--- config.mk ---
export PLATFORM = sky130hd
export DESIGN_NAME = breakout_pixel_gen_flat
export DESIGN_NICKNAME = d
export VERILOG_FILES = /design/src/rtl/breakout_pixel_gen_if.sv /design/src/rtl/breakout_pixel_gen.sv /design/src/flat_wrapper.sv
export SDC_FILE = /design/constraint.sdc
export NUM_CORES = 1
export LEC_CHECK = 0
export CAP_MARGIN = 25
export CORE_ASPECT_RATIO = 1.1
export CORE_UTILIZATION = 50
export DETAILED_ROUTE_END_ITERATION = 6
export PLACE_DENSITY = 0.8
export SLEW_MARGIN = 20
export SYNTH_ARGS = -nofsm -noshare
export SYNTH_HDL_FRONTEND = slang
export SYNTH_SLANG_ARGS = --single-unit
--- constraint.sdc ---
create_clock -name clock -period 11.16 [get_ports clock]
set_input_delay 2.232 -clock clock [delete_from_list [all_inputs] [get_ports clock]]
set_output_delay 2.232 -clock clock [all_outputs]
set_load 0.05 [all_outputs]
--- src/rtl/breakout_pixel_gen_if.sv ---
// Pixel-stream and player-control bundle between the video sync stage and breakout_pixel_gen.
interface breakout_pixel_gen_if;
    logic        pTick;
    logic        videoON;
    logic [9:0]  pixelX;
    logic [9:0]  pixelY;
    logic        btnLeft;
    logic        btnRight;
    logic [11:0] rgb;
    logic [3:0]  missCount;

    modport master (output pTick, videoON, pixelX, pixelY, btnLeft, btnRight,
                    input  rgb, missCount);
    modport slave  (input  pTick, videoON, pixelX, pixelY, btnLeft, btnRight,
                    output rgb, missCount);
endinterface

--- src/rtl/breakout_pixel_gen.sv ---
// Breakout game state (paddle, ball, misses) and registered per-pixel colour.
// Define BALL_ROUND_EN to draw the ball through an 8x8 round bitmap instead of a square.
module breakout_pixel_gen #(
    parameter int PADDLE_STEP = 4,
    parameter int BALL_SPEED  = 2
) (
    input logic clock,
    input logic reset,
    breakout_pixel_gen_if.slave bus
);
    localparam logic [9:0] STEP    = 10'(PADDLE_STEP);
    localparam logic [9:0] SPD     = 10'(BALL_SPEED);
    localparam logic [9:0] SPD_NEG = 10'(-BALL_SPEED);

    logic [9:0]  paddle_x, ball_x, ball_y, vx, vy;
    logic [9:0]  vx_n, vy_n, paddle_n;
    logic [11:0] rgb_q, colour;
    logic [3:0]  miss_q;
    logic        frame_tick, in_box, ball_bit, in_ball, in_paddle, in_wall;
    logic [10:0] bl, bt, br, bb, pl, pr, x, y;

    // Edges are carried in 11 bits so +7/+71 never wraps in comparisons.
    assign bl = {1'b0, ball_x};
    assign bt = {1'b0, ball_y};
    assign br = bl + 11'd7;
    assign bb = bt + 11'd7;
    assign pl = {1'b0, paddle_x};
    assign pr = pl + 11'd71;
    assign x  = {1'b0, bus.pixelX};
    assign y  = {1'b0, bus.pixelY};

    assign frame_tick = bus.pTick && (bus.pixelX == 10'd0) && (bus.pixelY == 10'd481);

    // Later rules win: the paddle bounce overrides the top-wall bounce on vy.
    always_comb begin
        vx_n = vx;
        vy_n = vy;
        if (bl <= 11'd8)   vx_n = SPD;
        if (br >= 11'd631) vx_n = SPD_NEG;
        if (bt <= 11'd8)   vy_n = SPD;
        if (bb >= 11'd450 && bb <= 11'd453 && br >= pl && bl <= pr) vy_n = SPD_NEG;
    end

    always_comb begin
        paddle_n = paddle_x;
        if (bus.btnLeft && !bus.btnRight)
            paddle_n = (paddle_x < 10'd8 + STEP) ? 10'd8 : paddle_x - STEP;
        else if (bus.btnRight && !bus.btnLeft)
            paddle_n = (paddle_x + STEP > 10'd560) ? 10'd560 : paddle_x + STEP;
    end

    assign in_box = (x >= bl) && (x <= br) && (y >= bt) && (y <= bb);

`ifdef BALL_ROUND_EN
    logic [9:0] dx, dy;
    logic [7:0] rom_row;
    assign dx = bus.pixelX - ball_x;
    assign dy = bus.pixelY - ball_y;
    always_comb begin
        case (dy[2:0])
            3'd0, 3'd7: rom_row = 8'h3C;
            3'd1, 3'd6: rom_row = 8'h7E;
            default:    rom_row = 8'hFF;
        endcase
    end
    // MSB is the leftmost column of the ball box.
    assign ball_bit = rom_row[3'd7 - dx[2:0]];
`else
    assign ball_bit = 1'b1;
`endif

    assign in_ball   = in_box && ball_bit;
    assign in_paddle = (y >= 11'd450) && (y <= 11'd453) && (x >= pl) && (x <= pr);
    assign in_wall   = (x <= 11'd7) || (x >= 11'd632 && x <= 11'd639) || (y <= 11'd7);

    always_comb begin
        colour = 12'h000;
        if (in_ball)        colour = 12'hF00;
        else if (in_paddle) colour = 12'h0F0;
        else if (in_wall)   colour = 12'h00F;
    end

    always_ff @(posedge clock or negedge reset) begin
        if (!reset) begin
            rgb_q    <= 12'h000;
            miss_q   <= 4'd0;
            paddle_x <= 10'd284;
            ball_x   <= 10'd316;
            ball_y   <= 10'd236;
            vx       <= SPD;
            vy       <= SPD;
        end else if (bus.pTick) begin
            rgb_q <= bus.videoON ? colour : 12'h000;
            if (frame_tick) begin
                paddle_x <= paddle_n;
                if (ball_y >= 10'd472) begin
                    ball_x <= 10'd316;
                    ball_y <= 10'd236;
                    vx     <= SPD;
                    vy     <= SPD;
                    if (miss_q != 4'd15) miss_q <= miss_q + 4'd1;
                end else begin
                    vx     <= vx_n;
                    vy     <= vy_n;
                    ball_x <= ball_x + vx_n;
                    ball_y <= ball_y + vy_n;
                end
            end
        end
    end

    assign bus.rgb       = rgb_q;
    assign bus.missCount = miss_q;
endmodule

--- src/flat_wrapper.sv ---
// flat-port wrapper written by rule: the top's interface ports become plain ports
module breakout_pixel_gen_flat 
#(
    parameter int PADDLE_STEP = 4,
    parameter int BALL_SPEED  = 2
)
  (clock, reset, bus_pTick, bus_videoON, bus_pixelX, bus_pixelY, bus_btnLeft, bus_btnRight, bus_rgb, bus_missCount);
  breakout_pixel_gen_if bus_i ();
  input logic clock;
  input logic reset;
  input wire logic [$bits(bus_i.pTick)-1:0] bus_pTick;
  input wire logic [$bits(bus_i.videoON)-1:0] bus_videoON;
  input wire logic [$bits(bus_i.pixelX)-1:0] bus_pixelX;
  input wire logic [$bits(bus_i.pixelY)-1:0] bus_pixelY;
  input wire logic [$bits(bus_i.btnLeft)-1:0] bus_btnLeft;
  input wire logic [$bits(bus_i.btnRight)-1:0] bus_btnRight;
  output wire logic [$bits(bus_i.rgb)-1:0] bus_rgb;
  output wire logic [$bits(bus_i.missCount)-1:0] bus_missCount;
  assign bus_i.pTick = bus_pTick;
  assign bus_i.videoON = bus_videoON;
  assign bus_i.pixelX = bus_pixelX;
  assign bus_i.pixelY = bus_pixelY;
  assign bus_i.btnLeft = bus_btnLeft;
  assign bus_i.btnRight = bus_btnRight;
  assign bus_rgb = bus_i.rgb;
  assign bus_missCount = bus_i.missCount;
  breakout_pixel_gen #(.PADDLE_STEP(PADDLE_STEP), .BALL_SPEED(BALL_SPEED)) u_core (.clock(clock), .reset(reset), .bus(bus_i));
endmodule
Word-level counts from Yosys, hierarchy flattened
Index checks and enable logic that the tools add are counted.
Widths: inputs -> output; s select.
{"block": "classes", "add_sub_neg": 8, "n_lt_le_gt_ge": 22, "eq_ne": 2, "muxes": 16, "n_reduce_logical": 23}
{"cell": "$mux 10", "n": 12}
{"cell": "$le 10x11->1", "n": 4}
{"cell": "$mux 12", "n": 3}
{"cell": "$ge 10x10->1", "n": 3}
{"cell": "$add 10x3->11 const B", "n": 2}
{"cell": "$add 10x10->10", "n": 2}
{"cell": "$ge 10x9->1 const B", "n": 2}
{"cell": "$le 10x3->1 const B", "n": 2}
{"cell": "$le 10x4->1 const B", "n": 2}
{"cell": "$logic_and 1x1->1", "n": 14}
{"cell": "$add 10x7->11 const B", "n": 1}
{"cell": "$ge 11x10->1", "n": 1}
{"cell": "$ge 11x10->1 const B", "n": 1}
{"cell": "$ge 11x9->1 const B", "n": 1}
{"cell": "$le 11x9->1 const B", "n": 1}
{"cell": "$add 10x3->10 const B", "n": 1}
{"cell": "$eq 10x9->1 const B", "n": 1}
{"cell": "$ge 10x10->1 const B", "n": 1}
{"cell": "$gt 10x10->1 const B", "n": 1}
{"cell": "$le 10x10->1 const B", "n": 1}
{"cell": "$le 10x9->1 const B", "n": 1}
{"cell": "$logic_not 10->1", "n": 1}
{"cell": "$lt 10x4->1 const B", "n": 1}
{"cell": "$sub 10x3->10 const B", "n": 1}
{"cell": "9 further kinds", "n": 11}
{"block": "word_totals", "reg_bits": 66, "inputBits": 26, "output_inout_bits": 16, "word_cells": 78}

Logic depth before layout (Yosys ltp)
Gate-level depths: netlist of the first run.
{"block": "depth", "depth_word": 8, "ltp_mapped": 22, "depth_no_buf": 22}

Least setup slack after synthesis of the first run
No wires, ideal clock.
{"block": "synth_path", "path_type": "register to register", "from": "reg u_core.paddle_x[2]", "to": "reg u_core.ball_y[8]", "setup_ps": 96, "arrival_time_ps": 4676, "required_time_ps": 11064, "slack_ps": 6389, "path_stages_with_launch": 21, "n_path_buf": 0, "period_less_slack_ps": 4771, "path_cell_list": "dfstp_2 inv_1 ha_1 inv_1 ha_1 a21o_1 a221o_1 maj3_1 and3_2 o21ai_0 nand2_2 and3_2 ha_1 fa_1 a21o_1 a21oi_1 o21bai_1 a21oi_1 o21ai_0 xnor2_1 o31ai_1"}
{"block": "synth_between", "elab_chain_cells": 6, "elab_cells_between_ends": 8, "cone_classes": "add/sub: 2; order compare: 2; mux: 2; reduce/logical: 2"}
{"item": "start, declared", "line_no": "breakout_pixel_gen.sv:15", "text": "logic [9:0] paddle_x, ball_x, ball_y, vx, vy;"}
{"item": "start signal, assigned", "line_no": "breakout_pixel_gen.sv:95", "text": "paddle_x <= paddle_n;"}
{"item": "$add 10x7->11 / $ge 11x10->1 (equally long branches)", "line_no": "breakout_pixel_gen.sv:28, breakout_pixel_gen.sv:41"}
{"item": "$le 10x11->1 / $logic_and 1x1->1 (equally long branches)", "line_no": "breakout_pixel_gen.sv:41", "text": "if (bb >= 11'd450 && bb <= 11'd453 && br >= pl && bl <= pr) vy_n = SPD_NEG;"}
{"item": "$logic_and 1x1->1 *", "line_no": "breakout_pixel_gen.sv:41"}
{"item": "$mux 10 *", "line_no": "breakout_pixel_gen.sv:41"}
{"item": "$add 10x10->10 *", "line_no": "breakout_pixel_gen.sv:106", "text": "ball_y <= ball_y + vy_n;"}
{"item": "$mux 10 *", "line_no": "breakout_pixel_gen.sv:96", "text": "if (ball_y >= 10'd472) begin"}
{"item": "end signal, assigned", "line_no": "breakout_pixel_gen.sv:106"}
{"item": "end, declared", "line_no": "breakout_pixel_gen.sv:15"}
Every way passes the cells marked *; elsewhere a longest branch is shown, timed or not.
A chain may end at the register's enable or synchronous reset.

Final worst setup path of the first run
Ends and elaborated chain as after synthesis.

==> results.cfg, run 1 <==
[critical_path]
cpPeakStageDelay_ns = 0.65
slowest_stage = dfstp_2
crit_path_max_fanout = 19
crit_chain = inv_1 > ha_1 > inv_1 > ha_1 > a21o_1 > a221o_1 > maj3_1 > and3_2 > o21ai_0 > nand2_2 > and3_2 > ha_1 > fa_1 > a21o_1 > a21oi_1 > o21bai_1 > a21oi_1 > o21ai_0 > xnor2_1 > o31ai_1
cp-end-kind = flop
critPathKind = flop to flop
reg2reg_depth = 20
cp-start-kind = flop
required_ns = 11.37
critPathArrivalTime_ns = 5.82
cp_common_cell = ha_1

[floorplan]
rows = 41
io_pins = 42
initial_core_util = 0.521
core-area_um2 = 11600
die_w_um = 107
die_area_um2 = 12600
die_h_um = 118

[synth]
ys_seq_elements = 55
syn_nets = 851
synth.distinct_cells = 85
synthArstFlopShare = 1.00
synth_edf_count = 0
synthFlopType = dfrtp_1
synth_area_um2 = 6070
syn_avg_cell_area_um2 = 8.37
ys_seq_area_frac = 0.230
syn_inst = 725
ys.warnings.count = 0

[timing]
max_freq_mhz = 178
slew_violations = 0
rsz0062_at_grt = no
worstMarginPinSlew_ns = 0.964
relSlewSlack = 0.357
finalCritPeriodShare = 0.503
period_minus_slack_ns = 5.61
setup-tns-final_ns = 0
finalClockSkew_ns = 0.00895
hold_viol = 0
hold_slack_ns = 0.480
setup_viol = 0

[job]
drv_cap = 0

[hold_path]
hold_path.class = flop to flop
whs_path_depth = 1

[power_and_ir_drop]
power_density_nw_per_um2 = 61.9
ir_worst_vdd_mv = 0.0622
leakage_nw = 3.06
total_power_w = 0.000412

[drt]
num_vias = 5630
drtPass1Iterations = 4
wire_per_inst_um = 17.5
drt_iter0_drc = 476
totalWireLength_mm = 15.7
via_per_inst = 6.28
drtAntennaViolNets = 0
drc = 0

[clock_tree]
cts_tree = yes
cts_buffer_depth = 2
cts_setup_buffers = 0
cts_buffers = 5
htree_levels = 2
cts.repair.resized = 0
clock_latency_ns = 0.31
clk_pin_slew_worst_paths_ns = 0.08
clock_sinks = 55
clk_root_buffer_cell = clkbuf_16
hold_buffers = 0

[layout]
nets = 872
final_layout_size_suffix_gt1_frac = 0.0763
instances_no_fill = 897
diodes = 0
area_growth_pct = 9.71
fillers = 1057

[global_route]
antenna_found_initial = 0
first_global_vias = 5497
grt_pass1_wl_mm = 26.4
overflow = 0
gr-usage-all-layers = 0.258
grt_max_degree = 56

[place]
routabilityCongestion = 0.928
dp_hpwl_mm = 12.1
dp_cells = 889
io_buffer_count = 41

[run_status]
outcome = finished, final reports clean
critical path: cells and delay by family, from the launching register on:
| family | cells | cell delay, ns |
|---|---|---|
| compound gates | 9 | 1.99 |
| fa+ha+maj | 5 | 1.61 |
| simple gates | 3 | 0.88 |
| flops | 1 | 0.65 |
| buf+inv | 2 | 0.21 |
| xor+xnor | 1 | 0.14 |
synthesized netlist by cell type, types with 10 or more instances:
cell type | count | share of area
ha_1 | 98 | 0.20
nand2_1 | 82 | 0.051
inv_1 | 47 | 0.029
a21oi_1 | 44 | 0.036
o21ai_0 | 42 | 0.035
nor2_1 | 40 | 0.025
dfrtp_1 | 39 | 0.16
xnor2_1 | 34 | 0.049
nand3_1 | 25 | 0.021
a21o_1 | 21 | 0.026
nor3_1 | 21 | 0.017
dfstp_2 | 16 | 0.069
a31oi_1 | 12 | 0.012
clkbuf_1 | 12 | 0.0074
nand4_1 | 11 | 0.011
o22ai_1 | 11 | 0.011
buf_4 | 10 | 0.012
per-layer routing:
layer	GRT usage	up-vias	part of all wire
met5	0	-	0
met4	0.116	0	0.034
met3	0.0327	46	0.051
met2	0.431	201	0.48
met1	0.329	2676	0.43
li1	-	2707	-
cells in the final DEF, fill, tap and decap left out, types with 5 or more instances in the layout:
cell type and count:
and2_1 5, o21a_1 6, clkbuf_16 5, nor2_1 40, nand2_1 82, dfrtp_1 39
nand3_1 25, a31oi_1 12, dfstp_2 16, nand4_1 11, nor4_1 8, xnor2_1 34
ha_1 98, o21ai_0 42, o22ai_1 11, nand2b_1 8, xor2_1 8, nor2b_1 7
inv_1 47, clkdlybuf4s50_1 40, a21o_1 21, a211oi_1 7, a21oi_1 44, nor3_1 21
kinds of logic after synthesis:
| group | Yosys count | share of synthesized area |
|---|---|---|
| fa+ha+maj | 101 | 0.210 |
| buf+inv | 78 | 0.0585 |
| flops | 55 | 0.230 |
| compound gates | 197 | 0.219 |
| mux | 4 | 0.00701 |
| simple gates | 247 | 0.212 |
| xor+xnor | 43 | 0.0633 |
registers in the layout, summed over array words and instances (netlist names):
signal,cells
u_core.ball_x,10
u_core.ball_y,10
u_core.vx,10
u_core.bus.rgb,3
u_core.bus.missCount,4
u_core.vy,10
u_core.paddle_x,8
final timing paths:
kind / startpoint / end / slack (ns)
worst min register to register: u_core.vx[4]$_DFFE_PN0P_ / u_core.vx[4]$_DFFE_PN0P_ / 0.48
worst min-delay path: u_core.vx[4]$_DFFE_PN0P_ / u_core.vx[4]$_DFFE_PN0P_ / 0.48
worst max register to register: u_core.paddle_x[2]$_DFFE_PN1P_ / u_core.ball_y[8]$_DFFE_PN0P_ / 5.55
min in group asynchronous: reset / u_core.paddle_x[9]$_DFFE_PN0P_ / 2.05
max in group asynchronous: reset / u_core.ball_x[6]$_DFFE_PN0P_ / 8.58
worst max-delay path: u_core.paddle_x[2]$_DFFE_PN1P_ / u_core.ball_y[8]$_DFFE_PN0P_ / 5.55
metrics by stage:
stage                     setup slack (ns)  utilization  instance area (um2)
after floorplan                       6.39            -                 6070
after global placement                5.85        0.559                 6510
after detailed placement              5.67        0.559                 6510
after CTS                             5.61        0.572                 6660
after global routing                  5.28        0.572                 6660
final                                 5.55        0.572                 6660
where the power goes:
group	internal, W	switching, W
registers	0.000200	0.000000103
logic	0.0000196	0.0000263
clock network	0.0000848	0.0000818
cell type report:
| type | instances | area (um2) | share of cell area |
|---|---|---|---|
| clock buffers | 5 | 125 | 0.0188 |
| clock inverters | 3 | 23.8 | 0.00357 |
| inverters | 48 | 180 | 0.0271 |
| multi-input cells | 592 | 4320 | 0.649 |
| flip-flops and latches | 55 | 1400 | 0.210 |
| well taps | 150 | 188 | 0.0282 |
| repair buffers | 44 | 428 | 0.0642 |
Power figures use the tool's default switching activity.
==> run 2: changes to the inputs <==
- clock period: 11.16 -> 5.3 ns (I/O delays scaled with it)
==> run 2 against run 1 <==
  * Critical endpoint unchanged
  * Largest power group unchanged
  * Register-to-register slack worse by 5.2 ns
  * Final cell count is 0.56% higher
  * Design area increased by 0.85%
  * Die area stayed put
  * Sequential cell count unchanged
==> results.cfg, run 2 (same netlist as run 1, synthesis figures left out) <==
[power_and_ir_drop]
power_density_nw_per_um2 = 128
ir_worst_vdd_mv = 0.112
leakage_nw = 3.08
total_power_w = 0.000859

[global_route]
first_global_vias = 5755
grt_max_degree = 41
overflow = 0
grt_pass1_wl_mm = 26.7
antenna_found_initial = 0
gr-usage-all-layers = 0.264

[timing]
period_minus_slack_ns = 4.99
finalCritPeriodShare = 0.941
fin_ws_ns = 0.311
setup-tns-final_ns = 0
rsz0062_at_grt = no
worstMarginPinSlew_ns = 0.902
max_freq_mhz = 200
setup_viol = 0
relSlewSlack = 0.395
slew_violations = 0
finalClockSkew_ns = 0.00820
hold_viol = 0

[floorplan]
io_pins = 42
die_h_um = 118
rows = 41
initial_core_util = 0.521
die_w_um = 107
core-area_um2 = 11600
die_area_um2 = 12600

[clock_tree]
hold_buffers = 0
cts_buffer_depth = 2
clock_latency_ns = 0.31
cts_tree = yes
cts.repair.resized = 0
clk_pin_slew_worst_paths_ns = 0.08
htree_levels = 2
cts_buffers = 5
clk_root_buffer_cell = clkbuf_16
cts_setup_buffers = 0
clock_sinks = 55

[drt]
wire_per_inst_um = 17.7
via_per_inst = 6.26
drtPass1Iterations = 5
drc = 0
drtAntennaViolNets = 0
num_vias = 5647
drt_iter0_drc = 413
totalWireLength_mm = 15.9

[place]
io_buffer_count = 41
dp_cells = 894
place_ws_ns = 0.148
dp_hpwl_mm = 12.6
routabilityCongestion = 0.926

[critical_path]
crit_path_max_fanout = 11
critPathKind = flop to flop
required_ns = 5.51
slowest_stage = dfstp_2
cpPeakStageDelay_ns = 0.64
cp-start-kind = flop
critPathArrivalTime_ns = 5.20
cp_common_cell = ha_1
crit_chain = inv_1 > ha_1 > inv_1 > ha_1 > a21o_1 > a221o_1 > maj3_1 > and3_2 > o21ai_2 > nand2_2 > and3_2 > ha_1 > fa_1 > a21o_1 > a21oi_1 > o21bai_1 > a21oi_1 > o21ai_0 > xnor2_1 > o31ai_1
cp-end-kind = flop

[hold_path]
hold_path.class = flop to flop

[layout]
regArea_um2 = 1400
diodes = 0
nets = 877
final_cell_mix = 97 x ha_1, 82 x nand2_1, 47 x inv_1
final_common_cell = ha_1
instances_no_fill = 902
area_growth_pct = 10.6
fillers = 1017
final_layout_size_suffix_gt1_frac = 0.0891
multi_input_area_um2 = 4340

[run_status]
outcome = finished, final reports clean

[job]
drv_cap = 0
[run 2: final cells by class]
type / count / area share
clock inverters: 3 / 0.00279
clock buffers: 5 / 0.0186
inverters: 48 / 0.0268
well taps: 150 / 0.0279
multi-input cells: 592 / 0.646
repair buffers: 49 / 0.0693
flip-flops and latches: 55 / 0.208
[run 2: path summary, 6_finish.rpt]
path                                                start                             end  slack (ns)  depth (start not counted)
max                        u_core.paddle_x[2]$_DFFE_PN1P_    u_core.ball_y[8]$_DFFE_PN0P_        0.31                         20
min                              u_core.vx[2]$_DFFE_PN0P_        u_core.vx[2]$_DFFE_PN0P_        0.48                          1
max reg2reg                u_core.paddle_x[2]$_DFFE_PN1P_    u_core.ball_y[8]$_DFFE_PN0P_        0.31                         20
min reg2reg                      u_core.vx[2]$_DFFE_PN0P_        u_core.vx[2]$_DFFE_PN0P_        0.48                          1
max in group asynchronous                           reset    u_core.ball_x[8]$_DFFE_PN1P_        3.75                          2
min in group asynchronous                           reset  u_core.paddle_x[6]$_DFFE_PN0P_        0.67                          1
[run 2: critical path, delay by kind of cell, from the launching register on]
family / cells / cell delay (ns)
compound gates: 9 / 1.78
xor+xnor: 1 / 0.14
fa+ha+maj: 5 / 1.59
buf+inv: 2 / 0.21
flops: 1 / 0.64
simple gates: 3 / 0.52
[run 2: metrics by stage]
| stage | cell area (um2) | hold WS, ns | util |
|---|---|---|---|
| 2_1_floorplan | 6070 | 0.450 | - |
| 3_3_place_gp | 6550 | 0.459 | 0.562 |
| 3_5_place_dp | 6550 | 0.468 | 0.562 |
| 4_1_cts | 6690 | 0.486 | 0.575 |
| 5_1_grt | 6720 | 0.508 | 0.577 |
| 6_report | 6720 | 0.480 | 0.577 |
[run 2: routing by layer]
metal / global-route usage / wire length (um) / vias up
met1: 0.314 / 6640 / 2661
met4: 0.128 / 585 / 0
li1: - / - / 2725
met2: 0.462 / 7850 / 216
met5: 0 / 0 / -
met3: 0.0338 / 861 / 45
[run 2: report_power, final]
group	internal (W)	switching (W)
clock	0.000176	0.000166
sequential	0.000420	0.000000215
combinational	0.0000414	0.0000555
==> run 3: changes to the inputs <==
- CTS_CLUSTER_SIZE: unset -> 12
- GPL_ROUTABILITY_DRIVEN: unset -> 0
==> run 3 against run 2 <==
  * Critical path depth rose by 1
  * Register-to-register slack got worse by 0.03 ns
  * Worst setup slack got worse by 0.032 ns
  * Fmax fell by 0.63%
  * Utilization rose by 0.35 points
  * Final cell count did not move
==> results.cfg, run 3 (same netlist as run 1, synthesis figures left out) <==
[power_and_ir_drop]
leakage_nw = 3.10
power_density_nw_per_um2 = 135
ir_worst_vdd_mv = 0.111
total_power_w = 0.000912

[timing]
setup_viol = 0
period_minus_slack_ns = 5.02
hold_viol = 0
hold_slack_ns = 0.480
max_freq_mhz = 199
setup-tns-final_ns = 0
worstMarginPinSlew_ns = 0.946
finalClockSkew_ns = 0.0134
relSlewSlack = 0.369
slew_violations = 0
finalCritPeriodShare = 0.947

[layout]
regArea_um2 = 1400
final_common_cell = ha_1
multi_input_area_um2 = 4350
nets = 877
diodes = 0
fillers = 991
instances_no_fill = 902
area_growth_pct = 11.3
final_cell_mix = 97 x ha_1, 82 x nand2_1, 47 x inv_1
final_layout_size_suffix_gt1_frac = 0.0878
final_cell_area_um2 = 6760

[drt]
drt_iter0_drc = 505
drc = 0
num_vias = 5678
via_per_inst = 6.29
wire_per_inst_um = 17.8
drtPass1Iterations = 5
drtAntennaViolNets = 0
totalWireLength_mm = 16.0

[floorplan]
initial_core_util = 0.521
die_h_um = 118
die_area_um2 = 12600
rows = 41
core-area_um2 = 11600
die_w_um = 107
io_pins = 42

[global_route]
antenna_found_initial = 0
grt_max_degree = 41
grt_pass1_wl_mm = 26.7
gr-usage-all-layers = 0.261
overflow = 0
first_global_vias = 5765

[place]
dp_hpwl_mm = 12.6
io_buffer_count = 41
dp_cells = 893
dpl_cell_area_um2 = 6540

[job]
drv_cap = 0

[critical_path]
required_ns = 5.51
reg2reg_to = u_core.ball_y[8]$_DFFE_PN0P_
reg2reg_depth = 21
r2r-start = u_core.paddle_x[4]$_DFFE_PN1P_
critPathArrivalTime_ns = 5.24
crit_path_max_fanout = 13
critPathKind = flop to flop
rrSetupSlack_ns = 0.28
cp-end-kind = flop
cp-start-kind = flop

[clock_tree]
clk_pin_slew_worst_paths_ns = 0.08
htree_levels = 2
cts_tree = yes
clock_latency_ns = 0.31
clock_sinks = 55
cts_buffers = 5
cts_buffer_depth = 2
clk_root_buffer_cell = clkbuf_16

[hold_path]
hold_start = u_core.vx[6]$_DFFE_PN0P_
whs_path_depth = 1
whs_endpoint = u_core.vx[6]$_DFFE_PN0P_
hold_path.class = flop to flop

[run_status]
outcome = finished, final reports clean
[run 3: changes by cell type in the layout (fill, tap and decap cells not counted), sizes merged]
cell,previous run,this run
clkinv,2,0
bufinv,0,1
clkbuf,5,6
[run 3: per-stage QoR]
step                worst slack, ns   util
floorplan                     0.529      -
global placement              0.306  0.562
detailed placement            0.101  0.562
CTS                          0.0982  0.576
global route                -0.0300  0.580
finish                        0.279  0.580
[run 3: worst max path at each step]
stage	start	end	slack, ns	cells after the start
detailed placement	u_core.paddle_x[2]$_DFFE_PN1P_	u_core.ball_y[8]$_DFFE_PN0P_	0.10	20
floorplan	u_core.paddle_x[2]$_DFFE_PN1P_	u_core.ball_y[8]$_DFFE_PN0P_	0.53	20
CTS	u_core.paddle_x[2]$_DFFE_PN1P_	u_core.ball_y[8]$_DFFE_PN0P_	0.1	20
global placement	u_core.paddle_x[2]$_DFFE_PN1P_	u_core.ball_y[8]$_DFFE_PN0P_	0.31	20
global route	u_core.ball_x[0]$_DFFE_PN0P_	u_core.ball_y[8]$_DFFE_PN0P_	-0.03	22
finish	u_core.paddle_x[4]$_DFFE_PN1P_	u_core.ball_y[8]$_DFFE_PN0P_	0.28	21
[run 3: critical path, stage by stage, from the launching register on]
cell	delay, ns
dfstp_2	0.67
and4_1	0.32
nor2_1	0.09
nor3_1	0.20
xnor2_1	0.19
ha_1	0.32
and2_1	0.16
o2111ai_1	0.07
nand2_1	0.12
a211o_2	0.35
o21ai_2	0.20
nand2_2	0.09
and3_2	0.21
ha_1	0.21
fa_1	0.40
a21o_1	0.21
a21oi_1	0.25
o21bai_1	0.14
a21oi_1	0.24
o21ai_0	0.15
xnor2_1	0.15
o31ai_1	0.20
[run 3: routing by layer]
metal | routed length [um] | share of wire | vias up | global-route usage
li1 | - | - | 2697 | -
met1 | 6740 | 0.42 | 2705 | 0.326
met2 | 7850 | 0.49 | 229 | 0.446
met3 | 851 | 0.053 | 47 | 0.0316
met4 | 593 | 0.037 | 0 | 0.119
met5 | 0 | 0 | - | 0
[run 3: cell type report]
cell class                      instances  area share
Timing Repair Buffer                   49      0.0707
Tap cell                              150      0.0278
Sequential cell                        55       0.207
Clock inverter                          2     0.00574
Multi-Input combinational cell        592       0.643
Clock buffer                            6      0.0191
Inverter                               48      0.0267
[run 3: what timing repair did]
item | CTS | global route
setup endpoints to repair | 0 | 3
resized for setup | 0 | 8
hold buffers | 0 | 0
setup buffers | 0 | 1
[run 3: power by group]
group	leakage, nW	total, W	internal (W)	switching [W]
logic	2.36	0.0000976	0.0000417	0.0000560
clock network	0.0815	0.000394	0.000226	0.000168
registers	0.654	0.000420	0.000420	0.000000214
